$ cat src/rtl/scan_ctrl_pkg.sv
// Shared definitions for the scan-chain controller.
// Holds the FSM state type and its encoding width; the bit-counter width is
// derived locally in each user from CHAIN_LEN.
package scan_ctrl_pkg;

  localparam int unsigned SCAN_STATE_W = 3;

  typedef enum logic [SCAN_STATE_W-1:0] {
    ST_IDLE    = 3'd0,
    ST_SHIFT   = 3'd1,
    ST_CAPTURE = 3'd2,
    ST_UNLOAD  = 3'd3,
    ST_DONE    = 3'd4
  } scan_state_t;

endpackage

$ cat src/rtl/scan_shreg.sv
// Parallel-load / serial shift register with enable.
// Shifts toward the MSB; sin_i enters at bit 0, sout_o is the MSB.
// Ports:
//   clk_i       clock, all updates on posedge
//   rst_ni      synchronous active-low reset (clears the register)
//   load_i      parallel load of load_val_i (has priority over shift_i)
//   load_val_i  parallel load value
//   shift_i     shift enable
//   sin_i       serial input into bit 0
//   q_o         parallel contents
//   sout_o      serial output (MSB)
module scan_shreg
  import scan_ctrl_pkg::*;
#(
  parameter int unsigned WIDTH = 16
) (
  input  logic             clk_i,
  input  logic             rst_ni,
  input  logic             load_i,
  input  logic [WIDTH-1:0] load_val_i,
  input  logic             shift_i,
  input  logic             sin_i,
  output logic [WIDTH-1:0] q_o,
  output logic             sout_o
);

  logic [WIDTH-1:0] q_q;

  always_ff @(posedge clk_i) begin
    if (!rst_ni) begin
      q_q <= '0;
    end else if (load_i) begin
      q_q <= load_val_i;
    end else if (shift_i) begin
      q_q <= {q_q[WIDTH-2:0], sin_i};
    end
  end

  assign q_o    = q_q;
  assign sout_o = q_q[WIDTH-1];

endmodule

$ cat src/rtl/scan_chain_ctrl.sv
// Scan-chain load / capture / unload sequencer.
// On an accepted start the pattern is shifted MSB first into a CHAIN_LEN-flop
// scan chain, one functional capture cycle is issued, and the chain is
// unloaded into result; done pulses for one cycle when result is complete.
// Ports:
//   CLK      sole clock
//   RSTB     synchronous active-low reset
//   start    begin a sequence (honoured only in IDLE)
//   abort    end the current sequence without done
//   pattern  stimulus, bit j targets chain flop j (flop 0 nearest SI)
//   SO       Q of the last chain flop
//   SE       scan enable to the chain (registered)
//   SI       scan data into flop 0 (registered)
//   busy     high in every state except IDLE (registered)
//   done     one-cycle completion pulse (registered)
//   result   captured response, bit j from flop j (registered)
module scan_chain_ctrl
  import scan_ctrl_pkg::*;
#(
  parameter int unsigned CHAIN_LEN = 16
) (
  input  logic                 CLK,
  input  logic                 RSTB,
  input  logic                 start,
  input  logic                 abort,
  input  logic [CHAIN_LEN-1:0] pattern,
  input  logic                 SO,
  output logic                 SE,
  output logic                 SI,
  output logic                 busy,
  output logic                 done,
  output logic [CHAIN_LEN-1:0] result
);

  localparam int unsigned         CNT_W    = $clog2(CHAIN_LEN + 1);
  localparam logic [CNT_W-1:0]    CNT_LAST = CNT_W'(CHAIN_LEN - 1);

  scan_state_t           state_q;
  logic [CNT_W-1:0]      cnt_q;
  logic                  se_q;
  logic                  si_q;
  logic                  busy_q;
  logic                  done_q;
  logic [CHAIN_LEN-1:0]  result_q;

  logic                  accept;
  logic                  abort_act;
  logic                  cnt_last;
  logic                  pat_load;
  logic [CHAIN_LEN-1:0]  pat_load_val;
  logic                  pat_shift;
  logic                  rsp_shift;
  logic [CHAIN_LEN-1:0]  pat_q;
  logic                  pat_sout;
  logic [CHAIN_LEN-1:0]  rsp_q;
  logic                  rsp_sout;
  logic                  unused_bits;

  always_comb begin
    accept       = (state_q == ST_IDLE) && start;
    abort_act    = (state_q != ST_IDLE) && abort;
    cnt_last     = (cnt_q == CNT_LAST);
    pat_load     = accept;
    // pattern MSB goes straight to SI on the start edge, so the register is
    // pre-shifted by one and its MSB always holds the next SI bit.
    pat_load_val = {pattern[CHAIN_LEN-2:0], 1'b0};
    pat_shift    = (state_q == ST_SHIFT) && !abort;
    rsp_shift    = (state_q == ST_UNLOAD) && !abort;
  end

  scan_shreg #(
    .WIDTH (CHAIN_LEN)
  ) u_pat_shreg (
    .clk_i      (CLK),
    .rst_ni     (RSTB),
    .load_i     (pat_load),
    .load_val_i (pat_load_val),
    .shift_i    (pat_shift),
    .sin_i      (1'b0),
    .q_o        (pat_q),
    .sout_o     (pat_sout)
  );

  scan_shreg #(
    .WIDTH (CHAIN_LEN)
  ) u_rsp_shreg (
    .clk_i      (CLK),
    .rst_ni     (RSTB),
    .load_i     (1'b0),
    .load_val_i ('0),
    .shift_i    (rsp_shift),
    .sin_i      (SO),
    .q_o        (rsp_q),
    .sout_o     (rsp_sout)
  );

  // Only the pattern serial output and the lower response bits feed logic.
  assign unused_bits = ^{pat_q, rsp_q[CHAIN_LEN-1], rsp_sout};

  always_ff @(posedge CLK) begin
    if (!RSTB) begin
      state_q  <= ST_IDLE;
      cnt_q    <= '0;
      se_q     <= 1'b0;
      si_q     <= 1'b0;
      busy_q   <= 1'b0;
      done_q   <= 1'b0;
      result_q <= '0;
    end else if (abort_act) begin
      state_q <= ST_IDLE;
      cnt_q   <= '0;
      se_q    <= 1'b0;
      si_q    <= 1'b0;
      busy_q  <= 1'b0;
      done_q  <= 1'b0;
    end else begin
      done_q <= 1'b0;
      unique case (state_q)
        ST_IDLE: begin
          if (start) begin
            state_q <= ST_SHIFT;
            cnt_q   <= '0;
            se_q    <= 1'b1;
            si_q    <= pattern[CHAIN_LEN-1];
            busy_q  <= 1'b1;
          end
        end
        ST_SHIFT: begin
          if (cnt_last) begin
            state_q <= ST_CAPTURE;
            cnt_q   <= '0;
            se_q    <= 1'b0;
            si_q    <= 1'b0;
          end else begin
            cnt_q <= cnt_q + 1'b1;
            si_q  <= pat_sout;
          end
        end
        ST_CAPTURE: begin
          state_q <= ST_UNLOAD;
          cnt_q   <= '0;
          se_q    <= 1'b1;
          si_q    <= 1'b0;
        end
        ST_UNLOAD: begin
          if (cnt_last) begin
            state_q  <= ST_DONE;
            cnt_q    <= '0;
            se_q     <= 1'b0;
            done_q   <= 1'b1;
            // Final SO sample merged here so result is whole while done is high;
            // result_q is untouched by aborted sequences.
            result_q <= {rsp_q[CHAIN_LEN-2:0], SO};
          end else begin
            cnt_q <= cnt_q + 1'b1;
          end
        end
        ST_DONE: begin
          state_q <= ST_IDLE;
          cnt_q   <= '0;
          se_q    <= 1'b0;
          si_q    <= 1'b0;
          busy_q  <= 1'b0;
        end
        default: begin
          state_q <= ST_IDLE;
          cnt_q   <= '0;
          se_q    <= 1'b0;
          si_q    <= 1'b0;
          busy_q  <= 1'b0;
        end
      endcase
    end
  end

  assign SE     = se_q;
  assign SI     = si_q;
  assign busy   = busy_q;
  assign done   = done_q;
  assign result = result_q;

endmodule

$ cat config.mk
export PLATFORM = sky130hd
export DESIGN_NAME = scan_chain_ctrl
export DESIGN_NICKNAME = d
export VERILOG_FILES = /design/src/rtl/scan_ctrl_pkg.sv /design/src/rtl/scan_shreg.sv /design/src/rtl/scan_chain_ctrl.sv
export SDC_FILE = /design/constraint.sdc
export NUM_CORES = 1
export LEC_CHECK = 0
export CAP_MARGIN = 20
export CORE_MARGIN = 4
export CORE_UTILIZATION = 52
export CTS_CLUSTER_SIZE = 8
export DETAILED_ROUTE_END_ITERATION = 8
export PLACE_DENSITY = 0.84
export SLEW_MARGIN = 20
export SYNTH_ARGS = -nofsm -noshare
export SYNTH_HDL_FRONTEND = slang
export SYNTH_SLANG_ARGS = --single-unit
$ cat constraint.sdc
create_clock -name CLK -period 2.4 [get_ports CLK]
set_clock_uncertainty 0.15 [all_clocks]
set_input_delay 0.24 -clock CLK [delete_from_list [all_inputs] [get_ports CLK]]
set_output_delay 0.24 -clock CLK [all_outputs]
set_load 0.1 [all_outputs]
; ---- Word level (Yosys, flattened, before mapping)
; Cells that the tools add are included.
[word_totals]
inputBits = 21
ff_bits = 58
out_inout_bits = 20
[op_classes]
n_eq_ne = 8
n_reduce_logical = 17
add_sub_neg = 1
muxes = 17
bitwise = 4
[ops]
columns = operator, count
row1 = $mux 16, 2
row2 = $pmux 3 s4, 1
row3 = $mux 5, 2
row4 = $pmux 5 s2, 1
row5 = $mux 3, 3
row6 = $eq 3x2->1 const B, 2
row7 = $ne 2x2->1 const B, 3
row8 = $pmux 1 s3, 2
row9 = $reduce_and 2->1, 3
row10 = $reduce_and 3->1, 2
row11 = $reduce_or 3->1, 2
row12 = $add 5x1->5 const B, 1
row13 = $eq 5x4->1 const B, 1
row14 = $mux 1, 5
row15 = $logic_and 1x1->1, 4
row16 = $not 1->1, 4
row17 = $reduce_or 2->1, 2
row18 = $eq 3x1->1 const B, 1
row19 = $logic_not 3->1, 1
row20 = $reduce_bool 3->1, 1
row21 = $ne 2x1->1 const B, 1
row22 = $pmux 1 s2, 1
row23 = $reduce_bool 2->1, 1
row24 = $logic_not 1->1, 1

; ---- Depth between registers and ports, before layout
; Gate-level depths: netlist of the first run.
[depth]
word_depth = 4
depth_mapped = 7
ltp_nobuf = 5

; ---- Modules after synthesis
; From an unflattened synthesis of the first run, not the netlist that was laid out.
[hier_totals]
hier_cells = 284
area_unflattened_um2 = 2922.8
[modules_own_cells]
columns = mod, seq_area_each_um2, instances, cells_per_inst, area_per_inst_um2
row1 = scan_shreg, 320.3, 2, 72, 859.6
row2 = scan_chain_ctrl, 560.5, 1, 140, 1203.7

; ---- Worst setup path after synthesis of the first run
; Ideal clock, no wire load.
[synth_path]
kind = register to register
startpoint = register state_q[1]
endpoint = register result_q[10] (netlist: result[10])
path_slack_ns = 0.239
stages_incl_launch_ff = 7
arrival_ns = 1.891
t_required_ns = 2.130
path_cell_list = dfxtp_1 buf_6 or3_4 a2111oi_4 buf_6 mux2i_1 nor2b_1
[synth_via]
elab_chain_cells = 4
word_cells_on_any_way = 5
classes_between = eq/ne (1) / bitwise (1) / reduce/logical (3)
[synth_rtl]
columns = item, line
row1 = start: declaration, scan_chain_ctrl.sv:38  ; scan_state_t state_q;
row2 = start signal: assignment, scan_chain_ctrl.sv:102  ; state_q <= ST_IDLE;
row3 = start signal: assignment, scan_chain_ctrl.sv:110  ; state_q <= ST_IDLE;
row4 = start signal: assignment, scan_chain_ctrl.sv:121  ; state_q <= ST_SHIFT;
row5 = $reduce_bool 3->1, scan_chain_ctrl.sv:61  ; abort_act = (state_q != ST_IDLE) && abort;
row6 = $logic_and 1x1->1, scan_chain_ctrl.sv:61
row7 = $not 1->1 (no line), -
row8 = $reduce_and 3->1 (no line) (*), -
row9 = end signal: assignment, scan_chain_ctrl.sv:153  ; result_q <= {rsp_q[CHAIN_LEN-2:0], SO};
row10 = end: declaration, scan_chain_ctrl.sv:44  ; logic [CHAIN_LEN-1:0] result_q;
; Mark *: on every way between the ends. The rest lies on a longest branch, timed or not.
; A chain may end at the register's enable or synchronous reset.

; ---- Worst setup path in the final report of the first run
[layout_path]
startpoint = register cnt_q[0]
endpoint = register result_q[6] (netlist: result[6])
[layout_via]
elab_chain_cells = 2
[layout_rtl]
columns = item, line
row1 = start: declaration, scan_chain_ctrl.sv:39  ; logic [CNT_W-1:0] cnt_q;
row2 = start signal: assignment, scan_chain_ctrl.sv:135  ; cnt_q <= cnt_q + 1'b1;
row3 = start signal: assignment, scan_chain_ctrl.sv:155  ; cnt_q <= cnt_q + 1'b1;
row4 = $eq 5x4->1, scan_chain_ctrl.sv:62  ; cnt_last = (cnt_q == CNT_LAST);
row5 = $reduce_and 3->1 (no line), -
; No other way between the ends.

==> Implementation_results.wiki, run 1 <==
{| class="wikitable"
! Metric !! Value
|-
| Outcome || finished, final reports clean
|-
| Setup-failing EPs final || 0
|-
| Antenna violations before repair || 0
|-
| Number of fillers in the final layout || 341
|-
| Total CTS buffers || 9
|-
| Synthesis-to-finish area growth || 23.9%
|-
| Number of input and output port buffers inserted || 40
|-
| Number of clock sinks || 58
|-
| Source of the worst register-to-register timing path || cnt_q[0]
|-
| Mapped Cells || 264
|-
| Detailed placement HPWL || 3.01 mm
|-
| Pin count of the biggest net entering global routing || 47
|-
| Wire length per cell || 12.7 um
|-
| Number of post-CTS setup repair buffers || 0
|-
| Initial Util || 0.540
|-
| Sum Neg Setup Slack || 0 ns
|-
| Worst-path cell chain || ha_1 -> nand4b_1 -> a2111oi_4 -> buf_4 -> mux2i_1 -> nor2b_1
|-
| Share of the synthesized area in the top cell type || 0.494
|-
| VDD IR-drop max || 0.408 mV
|-
| Vertical die dimension || 75.3 um
|-
| Crit path launch type || flop
|-
| Worst-case register-to-register setup slack || 0.26 ns
|-
| Final hold violation count || 0
|-
| Total nets after synthesis || 286
|-
| Layout cells sized above 1 || 0.143
|-
| Data required time at the worst endpoint || 2.47 ns
|-
| Mean instance size in the synthesized netlist || 8.91 sq um
|-
| Clock tree from TritonCTS || built
|-
| Fraction of registers with async set or reset after synthesis || 0
|-
| Cts repair resizes || 0
|-
| Number of violations reported at the end of detailed-routing iteration 0 || 108
|-
| Cell Count Post-Placement || 345
|-
| Count of flip-flops with a built-in enable after synthesis || 0
|-
| Sink of the worst hold path || u_rsp_shreg.q_o[11]
|-
| Setup repair after global routing missed its margin || false
|-
| Finished Layout Cells || 359
|-
| #FFs+latches synth || 58
|-
| Max-cap viol count || 0
|-
| Register area share after synthesis || 0.494
|-
| Power per unit of standard cell area || 712 nW/um^2
|-
| Critical Path End Type || flop
|-
| R2r worst-path depth || 6
|-
| Highest cell delay on the worst timing path || 0.37 ns
|-
| Clock latency on the worst-skew pair || 0.33 ns
|-
| Signal arrival time at the worst endpoint || 2.21 ns
|-
| Static leakage || 1.05 nW
|-
| Upper clock frequency limit || 0.468 GHz
|-
| Placer congestion estimate || 0.826
|-
| Hold Crit Class || flop to flop
|-
| Antenna diode count || 0
|-
| Unique masters post-synth || 34
|-
| Critical Setup Path Class || flop to flop
|-
| Worst path slowest cell || sky130_fd_sc_hd__dfxtp_1
|-
| Depth of the CTS H-tree || 3
|-
| Worst-case setup slack after placement || 0.273 ns
|-
| GRT Resource Usage Total || 0.179
|-
| Cell accounting for the most synthesized area || sky130_fd_sc_hd__dfxtp_1
|-
| Critical R2R Capture || result[6]
|-
| Total iterations of the first detailed-routing run || 4
|-
| Tightest slew margin relative to the limit || 0.671
|-
| Layer with the highest usage || met2
|-
| Worst hold path stage count || 2
|-
| Maximum count of clock buffers along a single path || 2
|-
| Number of warnings issued by yosys || 0
|-
| Root Buffer || sky130_fd_sc_hd__clkbuf_8
|-
| Core box area || 4350 sq um
|-
| Leading cell types by total area after synthesis || sky130_fd_sc_hd__dfxtp_1, sky130_fd_sc_hd__nand2_1, sky130_fd_sc_hd__mux2i_1, sky130_fd_sc_hd__a21boi_1, sky130_fd_sc_hd__nor2b_1
|-
| Detailed-route via count || 1894
|-
| Final Max Tran Viols || 0
|-
| Pin slew with the least headroom to its limit || 0.493 ns
|-
| Top Ports || 41
|-
| Row Count || 24
|-
| Post-layout worst setup margin || 0.262 ns
|-
| Detailed Route WL || 4.55 mm
|-
| Total overflow reported by the global router || 0
|-
| GR Util met1 || 0.217
|-
| Portion of the clock cycle consumed by the worst path in the final layout || 0.891
|-
| Syn Std Cell Area || 2350 sq um
|-
| Met2 track utilization from global routing || 0.274
|-
| Antenna-violating nets left || 0
|-
| Number of remaining DRC errors || 0
|-
| Most instantiated library cell after synthesis || sky130_fd_sc_hd__nand2_1
|-
| GR met3 Demand/Resource || 0.0521
|-
| Commonest cells in the synthesized netlist || sky130_fd_sc_hd__nand2_1, sky130_fd_sc_hd__dfxtp_1, sky130_fd_sc_hd__mux2i_1, sky130_fd_sc_hd__nor2b_1, sky130_fd_sc_hd__clkbuf_1
|-
| Die width || 75.3 um
|-
| Global-route wire length before repair || 7.53 mm
|-
| Total Die Area || 5660 sq um
|-
| Vias per inst || 5.28
|-
| Beginning of the critical path || cnt_q[0]
|-
| Crit-path max FO || 16
|-
| Worst Min Path Start || u_rsp_shreg.q_o[10]
|-
| Prevailing post-synth register cell || sky130_fd_sc_hd__dfxtp_1
|-
| Power Total || 2.08 mW
|-
| Net count reported at finish || 326
|-
| Worst-path clk slew || 0.06 ns
|-
| Number of buffers inserted by hold repair at cts || 0
|-
| Vias in the first global route || 1706
|-
| Post-route minimum period || 2.14 ns
|}
metal layers:
metal  vias to the layer above  wire, um
li1                        981         -
met5                         -         0
met4                         0       108
met1                       864      2150
met3                        10       260
met2                        39      2030
layout make-up:
class | count | area [sq um] | area share
sequential | 58 | 1160 | 0.398
clock buffer | 12 | 165 | 0.0567
inverter | 3 | 11.3 | 0.00386
timing repair buffer | 47 | 403 | 0.138
tap | 52 | 65.1 | 0.0223
clock inverter | 2 | 12.5 | 0.00429
multi-input combinational | 185 | 1100 | 0.376
metrics by stage:
stage	hold WS (ns)	instance area (sq um)	util
2_1_floorplan	0.225	2350	-
3_3_place_gp	0.292	2740	0.629
3_5_place_dp	0.309	2740	0.629
4_1_cts	0.309	2920	0.670
5_1_grt	0.328	2920	0.670
6_report	0.316	2920	0.670
kinds of logic (layout without fill, tap and decap cells):
logic type | count (synthesis) | after routing | share of synthesized area
XOR/XNOR | 2 | 2 | 0.00745
flip-flops | 58 | 58 | 0.494
buffers and inverters | 21 | 64 | 0.0399
AND/OR/NAND/NOR | 107 | 107 | 0.215
multiplexers | 17 | 17 | 0.0723
adder cells (fa/ha/maj) | 1 | 1 | 0.00532
AO/OA/AOI/OAI | 58 | 58 | 0.166
placed cells by master (no fill, tap or decap), types with 2 or more instances in the layout:
cell type	instances
sky130_fd_sc_hd__nor3_1	3
sky130_fd_sc_hd__o21ai_0	9
sky130_fd_sc_hd__inv_1	3
sky130_fd_sc_hd__buf_4	27
sky130_fd_sc_hd__mux2i_1	17
sky130_fd_sc_hd__a21oi_1	4
sky130_fd_sc_hd__nor2_1	8
sky130_fd_sc_hd__a21boi_1	15
sky130_fd_sc_hd__nand3_1	3
sky130_fd_sc_hd__a21boi_0	3
sky130_fd_sc_hd__a31oi_1	13
sky130_fd_sc_hd__clkdlybuf4s50_1	20
sky130_fd_sc_hd__or3_1	2
sky130_fd_sc_hd__nor4_1	2
sky130_fd_sc_hd__clkbuf_8	12
sky130_fd_sc_hd__nand2_1	63
sky130_fd_sc_hd__a211oi_1	2
sky130_fd_sc_hd__dfxtp_1	58
sky130_fd_sc_hd__a22oi_1	4
sky130_fd_sc_hd__nor2b_1	17
sky130_fd_sc_hd__o21ai_1	6
worst max-delay path, delay by kind of cell, from the launching register on:
kind | cells | cell delay [ns]
compound gates | 1 | 0.37
fa+ha+maj | 1 | 0.23
buf+inv | 1 | 0.34
flops | 1 | 0.37
mux | 1 | 0.24
simple gates | 2 | 0.32
worst max-delay path by stage:
stage	endpoint	slack (ns)	depth (start not counted)
2_1_floorplan	result[10]	0.24	6
3_3_place_gp	u_pat_shreg.q_o[13]	0.33	7
3_5_place_dp	result[6]	0.27	6
4_1_cts	result[6]	0.26	6
5_1_grt	result[14]	0.15	6
6_report	result[6]	0.26	6
report_power, final:
| part | internal [mW] | switching, mW | leakage [nW] |
|---|---|---|---|
| registers | 1.00 | 0.0251 | 0.471 |
| logic | 0.0993 | 0.148 | 0.492 |
| clock network | 0.445 | 0.355 | 0.0903 |
| total | 1.55 | 0.528 | 1.05 |
registers in the layout, summed over array words and instances, names as in the netlist:
register         flops
result              16
SI                   1
SE                   1
done                 1
state_q              3
u_rsp_shreg.q_o     15
u_pat_shreg.q_o     15
busy                 1
cnt_q                5
Power figures use the tool's default switching activity.
==> run 2, diff against run 1 <==
- CORE_UTILIZATION: 52 -> 45
- PLACE_DENSITY: 0.84 -> 0.75
==> run 2 against run 1 <==
Sequential share of layout area fell by 0.85 points. Total power is 8.5% higher. Combinational power about the same. Critical endpoint is now result[10]. Register-to-register slack worse by 0.06 ns. Core utilization down 8.3 points. Critical path depth is the same. Flip-flop and latch count did not move. First-iteration DRC count down 24%.
==> Implementation_results.wiki, run 2 (synthesis results as in run 1) <==
{| class="wikitable"
! Metric !! Value
|-
| Detailed Route WL || 4.55 mm (about the same)
|-
| Detailed placement HPWL || 2.98 mm (was 3.01 mm)
|-
| Clock latency on the worst-skew pair || 0.32 ns (was 0.33 ns)
|-
| Vias per inst || 5.03 (was 5.28)
|-
| Number of post-CTS setup repair buffers || 0 (unchanged)
|-
| Post-layout worst setup margin || 0.203 ns (was 0.262 ns)
|-
| Static leakage || 1.07 nW (was 1.05 nW)
|-
| Number of clock sinks || 58 (unchanged)
|-
| Antenna-violating nets left || 0 (unchanged)
|-
| Flip-flop count of the largest register after layout || 16 (unchanged)
|-
| Total iterations of the first detailed-routing run || 4 (unchanged)
|-
| Maximum count of clock buffers along a single path || 2 (unchanged)
|-
| Critical Path End Type || flop (unchanged)
|-
| Final Max Tran Viols || 0 (unchanged)
|-
| Depth of the CTS H-tree || 3 (unchanged)
|-
| Total overflow reported by the global router || 0 (unchanged)
|-
| Vias in the first global route || 1690 (was 1706)
|-
| Number of buffers inserted by hold repair at cts || 0 (unchanged)
|-
| Upper clock frequency limit || 0.455 GHz (was 0.468 GHz)
|-
| Net count reported at finish || 326 (unchanged)
|-
| GR met3 Demand/Resource || 0.0415 (was 0.0521)
|-
| Synthesis-to-finish area growth || 26.6% (was 23.9%)
|-
| Pin slew with the least headroom to its limit || 0.487 ns (was 0.493 ns)
|-
| Critical Setup Path Class || flop to flop (unchanged)
|-
| Antenna diode count || 0 (unchanged)
|-
| Root Buffer || sky130_fd_sc_hd__clkbuf_8 (unchanged)
|-
| Max-cap viol count || 0 (unchanged)
|-
| Clock tree from TritonCTS || built (unchanged)
|-
| Layout cells sized above 1 || 0.146 (was 0.143)
|-
| Finished Layout Cells || 379 (was 359)
|-
| Global-route wire length before repair || 7.67 mm (was 7.53 mm)
|-
| Sum Neg Setup Slack || 0 ns (unchanged)
|-
| Crit-path max FO || 16 (unchanged)
|-
| Setup repair after global routing missed its margin || false (unchanged)
|-
| Number of violations reported at the end of detailed-routing iteration 0 || 82 (was 108)
|-
| Setup-failing EPs final || 0 (unchanged)
|-
| Placer congestion estimate || 0.774 (was 0.826)
|-
| Worst-case setup slack after placement || 0.228 ns (was 0.273 ns)
|-
| Wire length per cell || 12.0 um (was 12.7 um)
|-
| Die width || 80.3 um (was 75.3 um)
|-
| Worst-path clk slew || 0.07 ns (was 0.06 ns)
|-
| Signal arrival time at the worst endpoint || 2.27 ns (was 2.21 ns)
|-
| Row Count || 26 (was 24)
|-
| Top Ports || 41 (unchanged)
|-
| Initial Util || 0.464 (was 0.540)
|-
| GRT Resource Usage Total || 0.154 (was 0.179)
|-
| Total Die Area || 6450 sq um (was 5660 sq um)
|-
| Crit path launch type || flop (unchanged)
|-
| Placement Cell Area || 2760 sq um (was 2740 sq um)
|-
| Cts repair resizes || 0 (unchanged)
|-
| Detailed-route via count || 1908 (was 1894)
|-
| Data required time at the worst endpoint || 2.47 ns (about the same)
|-
| Antenna violations before repair || 0 (unchanged)
|-
| Total CTS buffers || 9 (unchanged)
|-
| Post-route minimum period || 2.20 ns (was 2.14 ns)
|-
| Vertical die dimension || 80.3 um (was 75.3 um)
|-
| Design area || 2980 sq um (was 2920 sq um)
|-
| Met2 track utilization from global routing || 0.243 (was 0.274)
|-
| Hold Crit Class || flop to flop (unchanged)
|-
| Cell Count Post-Placement || 363 (was 345)
|-
| Power Total || 2.25 mW (was 2.08 mW)
|-
| Pin count of the biggest net entering global routing || 47 (unchanged)
|-
| Number of remaining DRC errors || 0 (unchanged)
|-
| Worst slack on hold paths || 0.308 ns (was 0.316 ns)
|-
| Power per unit of standard cell area || 756 nW/um^2 (was 712 nW/um^2)
|-
| Core box area || 5070 sq um (was 4350 sq um)
|-
| Tightest slew margin relative to the limit || 0.675 (was 0.671)
|-
| Portion of the clock cycle consumed by the worst path in the final layout || 0.915 (was 0.891)
|-
| Number of input and output port buffers inserted || 40 (unchanged)
|-
| Commonest cells after routing, fill and taps aside || sky130_fd_sc_hd__nand2_1, sky130_fd_sc_hd__dfxtp_1, sky130_fd_sc_hd__buf_4 (unchanged)
|-
| VDD IR-drop max || 0.384 mV (was 0.408 mV)
|-
| Util after Layout || 0.587 (was 0.670)
|-
| GR Util met1 || 0.190 (was 0.217)
|-
| Outcome || finished, final reports clean (unchanged)
|-
| Layer with the highest usage || met2 (unchanged)
|-
| Most common library cell in the layout ignoring fill and taps || sky130_fd_sc_hd__nand2_1 (unchanged)
|-
| Final hold violation count || 0 (unchanged)
|}
[run 2: cell types whose count changed in the layout (fill, tap and decap cells not counted)]
cell                        previous run  this run
sky130_fd_sc_hd__bufinv_16             0         2
sky130_fd_sc_hd__clkbuf_8             12        10
sky130_fd_sc_hd__clkbuf_1              0         1
sky130_fd_sc_hd__clkinv_2              1         2
[run 2: cell type report]
cell class	instances	area [sq um]
fillers	484	2100
flip-flops and latches	58	1160
multi-input cells	185	1100
repair buffers	47	403
clock buffers	11	141
well taps	70	87.6
clock inverters	5	77.6
inverters	3	11.3
[run 2: path summary, 6_finish.rpt]
kind | from | end | slack [ns] | depth (start not counted)
setup / recovery | cnt_q[0] | result[10] | 0.20 | 6
hold / removal | u_rsp_shreg.q_o[8] | u_rsp_shreg.q_o[9] | 0.31 | 2
setup reg to reg | cnt_q[0] | result[10] | 0.20 | 6
hold reg to reg | u_rsp_shreg.q_o[8] | u_rsp_shreg.q_o[9] | 0.31 | 2
[run 2: routing by layer]
metal  vias to the layer above  part of all wire
li1                        981                 -
met1                       875              0.47
met2                        44              0.47
met3                         8             0.045
met4                         0             0.021
met5                         -                 0
[run 2: critical path, stage by stage (launching register included)]
cell and delay [ns]:
sky130_fd_sc_hd__dfxtp_1 0.37, sky130_fd_sc_hd__ha_1 0.24, sky130_fd_sc_hd__nand4b_1 0.29, sky130_fd_sc_hd__a2111oi_4 0.40, sky130_fd_sc_hd__buf_4 0.34, sky130_fd_sc_hd__mux2i_1 0.23
sky130_fd_sc_hd__nor2b_1 0.07
[run 2: power by group]
part | switching, mW | total [mW] | leakage [nW] | internal [mW]
combinational | 0.146 | 0.246 | 0.492 | 0.0992
clock | 0.370 | 0.979 | 0.109 | 0.609
sequential | 0.0242 | 1.03 | 0.471 | 1.00
